[src/rtl/mi_rr_arbiter.sv]
// Round-robin arbiter sharing one MI slave port among several MI masters.
// Read responses are routed back in order through a small ID FIFO.
module mi_rr_arbiter #(
    parameter int MASTERS         = 3,
    parameter int DATA_WIDTH      = 32,
    parameter int ADDR_WIDTH      = 32,
    parameter int MAX_OUTSTANDING = 8
) (
    input  logic                           CLK,
    input  logic                           RESET_N,
    input  logic [MASTERS*DATA_WIDTH-1:0]  RX_MI_DWR,
    input  logic [MASTERS*ADDR_WIDTH-1:0]  RX_MI_ADDR,
    input  logic [MASTERS*DATA_WIDTH/8-1:0] RX_MI_BE,
    input  logic [MASTERS-1:0]             RX_MI_RD,
    input  logic [MASTERS-1:0]             RX_MI_WR,
    output logic [MASTERS-1:0]             RX_MI_ARDY,
    output logic [DATA_WIDTH-1:0]          RX_MI_DRD,
    output logic [MASTERS-1:0]             RX_MI_DRDY,
    output logic [DATA_WIDTH-1:0]          TX_MI_DWR,
    output logic [ADDR_WIDTH-1:0]          TX_MI_ADDR,
    output logic [DATA_WIDTH/8-1:0]        TX_MI_BE,
    output logic                           TX_MI_RD,
    output logic                           TX_MI_WR,
    input  logic                           TX_MI_ARDY,
    input  logic [DATA_WIDTH-1:0]          TX_MI_DRD,
    input  logic                           TX_MI_DRDY,
    output logic                           ERR_UNEXP_DRDY
);

    localparam int IW = $clog2(MASTERS);
    localparam int CW = $clog2(MAX_OUTSTANDING + 1);
    localparam int PW = (MAX_OUTSTANDING > 1) ? $clog2(MAX_OUTSTANDING) : 1;
    localparam int BW = DATA_WIDTH / 8;

    typedef enum logic {IDLE, BUSY} state_e;

    state_e          state_q, state_d;
    logic [IW-1:0]   grant_q, grant_d;
    logic [IW-1:0]   ptr_q, ptr_d;
    logic [IW-1:0]   fifo_q [MAX_OUTSTANDING];
    logic [PW-1:0]   wr_q, rd_q;
    logic [CW-1:0]   cnt_q, cnt_d;
    logic            err_q;

    logic [MASTERS-1:0] req;
    logic            busy, fifo_full, fifo_empty;
    logic            g_rd, g_wr, accept, push, pop, found;
    logic [IW-1:0]   head;

    function automatic logic [PW-1:0] nxt(input logic [PW-1:0] p);
        return (p == PW'(MAX_OUTSTANDING - 1)) ? '0 : p + 1'b1;
    endfunction

    assign req        = RX_MI_RD | RX_MI_WR;
    assign busy       = (state_q == BUSY);
    assign fifo_full  = (cnt_q == CW'(MAX_OUTSTANDING));
    assign fifo_empty = (cnt_q == '0);
    assign head       = fifo_q[rd_q];

    always_comb begin
        g_rd       = 1'b0;
        g_wr       = 1'b0;
        TX_MI_ADDR = '0;
        TX_MI_DWR  = '0;
        TX_MI_BE   = '0;
        for (int i = 0; i < MASTERS; i++) begin
            if (grant_q == IW'(i)) begin
                g_rd       = RX_MI_RD[i];
                g_wr       = RX_MI_WR[i];
                TX_MI_ADDR = RX_MI_ADDR[i*ADDR_WIDTH +: ADDR_WIDTH];
                TX_MI_DWR  = RX_MI_DWR[i*DATA_WIDTH +: DATA_WIDTH];
                TX_MI_BE   = RX_MI_BE[i*BW +: BW];
            end
        end
    end

    // A master asserting RD and WR together gets only the write forwarded.
    assign TX_MI_WR  = busy & g_wr;
    assign TX_MI_RD  = busy & g_rd & ~g_wr & ~fifo_full;
    assign accept    = TX_MI_ARDY & (TX_MI_RD | TX_MI_WR);
    assign push      = TX_MI_RD & TX_MI_ARDY;
    assign pop       = TX_MI_DRDY & ~fifo_empty;
    assign RX_MI_DRD = TX_MI_DRD;
    assign ERR_UNEXP_DRDY = err_q;

    always_comb begin
        RX_MI_ARDY = '0;
        RX_MI_DRDY = '0;
        for (int i = 0; i < MASTERS; i++) begin
            RX_MI_ARDY[i] = accept & (grant_q == IW'(i));
            RX_MI_DRDY[i] = pop & (head == IW'(i));
        end
    end

    always_comb begin
        state_d = state_q;
        grant_d = grant_q;
        ptr_d   = ptr_q;
        found   = 1'b0;
        unique case (state_q)
            IDLE: begin
                for (int k = 0; k < MASTERS; k++) begin
                    if (!found && req[(int'(ptr_q) + k) % MASTERS]) begin
                        found   = 1'b1;
                        grant_d = IW'((int'(ptr_q) + k) % MASTERS);
                    end
                end
                if (found) state_d = BUSY;
            end
            BUSY: begin
                if (accept) begin
                    state_d = IDLE;
                    ptr_d   = (grant_q == IW'(MASTERS - 1)) ? '0 : grant_q + 1'b1;
                end else if (!g_rd && !g_wr) begin
                    state_d = IDLE;
                end
            end
        endcase
    end

    always_comb begin
        cnt_d = cnt_q;
        unique case ({push, pop})
            2'b10:   cnt_d = cnt_q + 1'b1;
            2'b01:   cnt_d = cnt_q - 1'b1;
            default: cnt_d = cnt_q;
        endcase
    end

    always_ff @(posedge CLK or negedge RESET_N) begin
        if (!RESET_N) begin
            state_q <= IDLE;
            grant_q <= '0;
            ptr_q   <= '0;
            wr_q    <= '0;
            rd_q    <= '0;
            cnt_q   <= '0;
            err_q   <= 1'b0;
        end else begin
            state_q <= state_d;
            grant_q <= grant_d;
            ptr_q   <= ptr_d;
            cnt_q   <= cnt_d;
            if (push) wr_q <= nxt(wr_q);
            if (pop)  rd_q <= nxt(rd_q);
            if (TX_MI_DRDY && fifo_empty) err_q <= 1'b1;
        end
    end

    always_ff @(posedge CLK) begin
        if (push) fifo_q[wr_q] <= grant_q;
    end

endmodule

[config.mk]
export PLATFORM = sky130hd
export DESIGN_NAME = mi_rr_arbiter
export DESIGN_NICKNAME = d
export VERILOG_FILES = /design/src/rtl/mi_rr_arbiter.sv
export SDC_FILE = /design/constraint.sdc
export NUM_CORES = 1
export LEC_CHECK = 0
export CORE_AREA = 2 2 138 140
export DETAILED_ROUTE_END_ITERATION = 10
export DIE_AREA = 0 0 140 142
export HOLD_SLACK_MARGIN = 0.12
export PLACE_DENSITY = 0.57
export SYNTH_ARGS = -nofsm -noshare
export SYNTH_HDL_FRONTEND = slang
export SYNTH_SLANG_ARGS = --single-unit
[constraint.sdc]
create_clock -name CLK -period 3.47 [get_ports CLK]
set_input_delay 0.694 -clock CLK [delete_from_list [all_inputs] [get_ports CLK]]
set_output_delay 0.694 -clock CLK [all_outputs]
set_load 0.03 [all_outputs]
==> report_table.html <==
<table>
<tr><th>Metric</th><th>Value</th></tr>
<tr><th colspan="2">Clock network</th></tr>
<tr><td>Total clock buffers created by CTS</td><td>5</td></tr>
<tr><td>Clock latency reported for the late side of the worst-skew pair</td><td>approximately 280 ps</td></tr>
<tr><td>CTS Sinks</td><td>32</td></tr>
<tr><td>Maximum clock insertion buffer count</td><td>2</td></tr>
<tr><td>Clock slew at reported path FFs</td><td>around 50 ps</td></tr>
<tr><td>TritonCTS clock tree</td><td>yes</td></tr>
<tr><td>CTS H-tree lvls</td><td>2</td></tr>
<tr><td>Setup bufs post-CTS</td><td>0</td></tr>
<tr><td>Cell chosen for the clock root</td><td>sky130_fd_sc_hd__clkbuf_16</td></tr>
<tr><td>Hold buffer count at CTS</td><td>0</td></tr>
<tr><td>PostCTS Resize Cnt</td><td>0</td></tr>
<tr><th colspan="2">STA</th></tr>
<tr><td>Post-route minimum period</td><td>3229 ps</td></tr>
<tr><td>Worst Max-Slew Pin Slew</td><td>around 810 ps</td></tr>
<tr><td>Maximum clock frequency</td><td>309.7 MHz</td></tr>
<tr><td>Final period utilization</td><td>between 90 and 100%</td></tr>
<tr><td>Endpoints failing hold</td><td>0</td></tr>
<tr><td>Total negative setup slack</td><td>0 ps</td></tr>
<tr><td>Maximum clock skew at final layout</td><td>approximately 4.4 ps</td></tr>
<tr><td>RSZ-0062 raised after global routing</td><td>no</td></tr>
<tr><td>Count of final max-slew check failures</td><td>0</td></tr>
<tr><td>Worst Setup Slack, final</td><td>between 200 and 250 ps</td></tr>
<tr><td>Hold_ws</td><td>around 460 ps</td></tr>
<tr><td>Finish-stage setup viols</td><td>0</td></tr>
<tr><td>Relative slew margins</td><td>46.09%</td></tr>
<tr><th colspan="2">Yosys</th></tr>
<tr><td>Mapped Area</td><td>3475 um2</td></tr>
<tr><td>Gate count of the mapped netlist</td><td>around 410</td></tr>
<tr><td>Fraction of registers with async set/reset</td><td>about half</td></tr>
<tr><td>Distinct cell type count after synthesis</td><td>54</td></tr>
<tr><td>Synth Area per Inst</td><td>8.537 um2</td></tr>
<tr><td>Most repeated cell in the gate-level netlist after synthesis</td><td>sky130_fd_sc_hd__nand2_1</td></tr>
<tr><td>Cell types with the largest area share after synthesis</td><td>sky130_fd_sc_hd__mux2i_1 (21%), sky130_fd_sc_hd__edfxtp_1 (14%), sky130_fd_sc_hd__dfrtp_1 (12%)</td></tr>
<tr><td>Proportion of netlist area held by the largest area contributor</td><td>a little over a fifth</td></tr>
<tr><td>Biggest area consumer among synthesized cells</td><td>sky130_fd_sc_hd__mux2i_1</td></tr>
<tr><td>Synth Flop Type</td><td>sky130_fd_sc_hd__edfxtp_1</td></tr>
<tr><td>Post-synth EDFFs</td><td>16</td></tr>
<tr><td>Number of synthesized register bits</td><td>32</td></tr>
<tr><td>Post-Synthesis Net Count</td><td>662</td></tr>
<tr><td>Yosys warns</td><td>0</td></tr>
<tr><td>Part of the Yosys area used for sequential elements</td><td>between 20% and 30%</td></tr>
<tr><td>Commonest cells in the netlist</td><td>sky130_fd_sc_hd__nand2_1 (74), sky130_fd_sc_hd__mux2i_1 (73), sky130_fd_sc_hd__o21ai_0 (71)</td></tr>
<tr><th colspan="2">Routing</th></tr>
<tr><td>Starting DRT DRC Count</td><td>188</td></tr>
<tr><td>Per-cell via count in the routed design</td><td>between 4 and 5</td></tr>
<tr><td>Overall via count from detail_route</td><td>3946</td></tr>
<tr><td>Pre-Repair DR Iteration Count</td><td>9</td></tr>
<tr><td>Final routed DRC violation total</td><td>6</td></tr>
<tr><td>Drt total wl</td><td>between 15000 and 20000 um</td></tr>
<tr><td>Number of nets with antenna violations after detailed routing</td><td>0</td></tr>
<tr><td>Routed wire length per instance</td><td>around 17 um</td></tr>
<tr><th colspan="2">Cells and area</th></tr>
<tr><td>Total area of multi-input combinational cells</td><td>2206 um2</td></tr>
<tr><td>Filler cell count</td><td>around 1800</td></tr>
<tr><td>Post-route standard cell area excluding fillers</td><td>~6600 um2</td></tr>
<tr><td>Sequential cell area in the final layout</td><td>roughly 900 um2</td></tr>
<tr><td>Fin nets</td><td>approximately 910</td></tr>
<tr><td>Antenna cells</td><td>0</td></tr>
<tr><td>Fraction of final layout cells with drive strength greater than 1</td><td>around 15%</td></tr>
<tr><td>Area added between synthesis and finish</td><td>90.57%</td></tr>
<tr><th colspan="2">Setup path</th></tr>
<tr><td>Worst path buffer plus inverter count</td><td>1</td></tr>
<tr><td>Required time reported for the critical path endpoint</td><td>approximately 2800 ps</td></tr>
<tr><td>Kind of critical path</td><td>reg -&gt; out</td></tr>
<tr><td>Delay of the slowest critical-path stage</td><td>roughly 690 ps</td></tr>
<tr><td>Type of element launching the critical path</td><td>register</td></tr>
<tr><td>Endpoint type of the worst setup path</td><td>primary output</td></tr>
<tr><td>Largest delay share family, worst path</td><td>multiplexers</td></tr>
<tr><td>Cell-by-cell listing of the critical path</td><td>mux4_2 -&gt; mux2_2 -&gt; nor3_1 -&gt; clkdlybuf4s50_1</td></tr>
<tr><td>Data arrival time of the critical path</td><td>2530 ps</td></tr>
<tr><td>Largest fanout on the critical path</td><td>7</td></tr>
<tr><td>CP max-delay cell</td><td>sky130_fd_sc_hd__clkdlybuf4s50_1</td></tr>
<tr><th colspan="2">Global routing</th></tr>
<tr><td>Wire length of the first global-routing pass</td><td>approximately 23000 um</td></tr>
<tr><td>Number of global-route vias before repair</td><td>just over 4000</td></tr>
<tr><td>Initial antenna violation count</td><td>2</td></tr>
<tr><td>Pin count of the biggest net entering global routing</td><td>45</td></tr>
<tr><td>Combined global-route utilization of all metal layers</td><td>between 10 and 15%</td></tr>
<tr><td>Grt total ovfl</td><td>0</td></tr>
<tr><th colspan="2">Outcome</th></tr>
<tr><td>Violations in the final reports</td><td>DRC</td></tr>
<tr><td>Status</td><td>finished, violations left</td></tr>
<tr><th colspan="2">Run</th></tr>
<tr><td>Maximum Capacitance Violations</td><td>0</td></tr>
<tr><th colspan="2">Die</th></tr>
<tr><td>Row count</td><td>50</td></tr>
<tr><td>Vert. Die Dim</td><td>~140 um</td></tr>
<tr><td>Die W</td><td>140 um</td></tr>
<tr><td>Core Box Area</td><td>18460 um2</td></tr>
<tr><td>Count of boundary I/O pins</td><td>355</td></tr>
<tr><td>Starting utilization of the core area</td><td>18.83%</td></tr>
<tr><td>Die Footprint</td><td>a little under 20000 um2</td></tr>
<tr><th colspan="2">Placed design</th></tr>
<tr><td>Cell area after placement</td><td>about 6500 um2</td></tr>
<tr><td>Worst Setup Slack post-DPL</td><td>175.4 ps</td></tr>
<tr><td>Half-perimeter wire length of the detailed placement result</td><td>about 13000 um</td></tr>
<tr><td>Weighted congestion reported at the end of routability-driven placement</td><td>about 0.82</td></tr>
<tr><td>Number of port buffers</td><td>290</td></tr>
<tr><th colspan="2">Power</th></tr>
<tr><td>Reported leakage power</td><td>2.478 nW</td></tr>
<tr><td>Power per Cell Area</td><td>831.1 nW/um2</td></tr>
<tr><td>Worst-case vdd ir drop</td><td>0.0003374 V</td></tr>
<tr><th colspan="2">Hold path</th></tr>
<tr><td>Class of the most critical hold timing path</td><td>reg -&gt; reg</td></tr>
</table>
==> final timing paths <==
| kind | from | end | slack, ps | cells after the start |
|---|---|---|---|---|
| max | rd_q[0]$_DFFE_PN0P_ | RX_MI_DRDY[1] | 240 | 4 |
| min | ERR_UNEXP_DRDY$_DFFE_PN0P_ | ERR_UNEXP_DRDY$_DFFE_PN0P_ | 460 | 1 |
| max reg2reg | grant_q[1]$_DFFE_PN0P_ | cnt_q[2]$_DFFE_PN0P_ | 760 | 11 |
| min reg2reg | ERR_UNEXP_DRDY$_DFFE_PN0P_ | ERR_UNEXP_DRDY$_DFFE_PN0P_ | 460 | 1 |
| max in group asynchronous | RESET_N | grant_q[1]$_DFFE_PN0P_ | 1990 | 1 |
| min in group asynchronous | RESET_N | wr_q[2]$_DFFE_PN0P_ | 890 | 1 |
==> where the power goes <==
part           switching (mW)  internal [mW]
combinational            2.39           1.93
sequential              0.219          0.533
clock                   0.167          0.266
total                    2.77           2.73
==> cell usage in the layout, fill, tap and decap left out, types with 2 or more instances in the layout <==
| cell | count |
|---|---|
| sky130_fd_sc_hd__ha_1 | 9 |
| sky130_fd_sc_hd__nand2b_1 | 5 |
| sky130_fd_sc_hd__o221ai_1 | 2 |
| sky130_fd_sc_hd__clkinvlp_4 | 2 |
| sky130_fd_sc_hd__mux2_2 | 6 |
| sky130_fd_sc_hd__clkbuf_16 | 5 |
| sky130_fd_sc_hd__buf_4 | 50 |
| sky130_fd_sc_hd__o21a_1 | 2 |
| sky130_fd_sc_hd__mux4_2 | 4 |
| sky130_fd_sc_hd__nor2_1 | 9 |
| sky130_fd_sc_hd__a21oi_1 | 2 |
| sky130_fd_sc_hd__and3_1 | 2 |
| sky130_fd_sc_hd__inv_1 | 8 |
| sky130_fd_sc_hd__o21ai_0 | 71 |
| sky130_fd_sc_hd__dfrtp_1 | 14 |
| sky130_fd_sc_hd__o21bai_1 | 2 |
| sky130_fd_sc_hd__buf_12 | 19 |
| sky130_fd_sc_hd__nand2_1 | 74 |
| sky130_fd_sc_hd__mux2i_1 | 73 |
| sky130_fd_sc_hd__xnor2_1 | 2 |
| sky130_fd_sc_hd__clkdlybuf4s50_1 | 230 |
| sky130_fd_sc_hd__nor3_1 | 5 |
| sky130_fd_sc_hd__a21o_1 | 2 |
| sky130_fd_sc_hd__xor2_1 | 3 |
| sky130_fd_sc_hd__and4b_1 | 3 |
| sky130_fd_sc_hd__edfxtp_1 | 16 |
| sky130_fd_sc_hd__nor4_1 | 2 |
==> stage by stage <==
stage | util [%] | total power [mW] | cells
after floorplan | - | 3.273 | 407
after detailed placement | 35.07 | 5.129 | 879
after global routing | 35.88 | 5.824 | 887
after global placement | 35.07 | 5.054 | 879
after CTS | 35.88 | 5.581 | 887
final | 35.88 | 5.503 | 887
==> layout make-up <==
class | instances | area share (%)
timing repair buffer | 299 | 46.18
tap | 234 | 4.422
sequential | 32 | 13.38
clock inverter | 3 | 0.3590
inverter | 8 | 0.4535
multi-input combinational | 306 | 33.31
clock buffer | 5 | 1.890
==> flip-flops by register name, indices dropped and copies added, names as in the netlist <==
signal	flops
ERR_UNEXP_DRDY	1
fifo_q	16
cnt_q	4
busy	1
ptr_q	2
wr_q	3
grant_q	2
rd_q	3
==> cell families (layout without fill, tap and decap cells) <==
| kind of cell | after synthesis | count (layout) | synth area share, % |
|---|---|---|---|
| flops | 32 | 32 | 25.35 |
| xor+xnor | 5 | 5 | 1.261 |
| buf+inv | 69 | 315 | 11.38 |
| fa+ha+maj | 11 | 11 | 3.853 |
| compound gates | 91 | 91 | 15.70 |
| mux | 84 | 84 | 26.00 |
| simple gates | 115 | 115 | 16.46 |
==> metal layers <==
layer  up-vias  routed length (um)  global-route usage [%]
li1       1914                   -                       -
met3        17                1523                   6.258
met1      1820                5853                   16.36
met2       191                7663                   25.23
met5         -                  27                       0
met4         4                 229                   3.243
No activity file was read; power rests on OpenSTA's default activity.
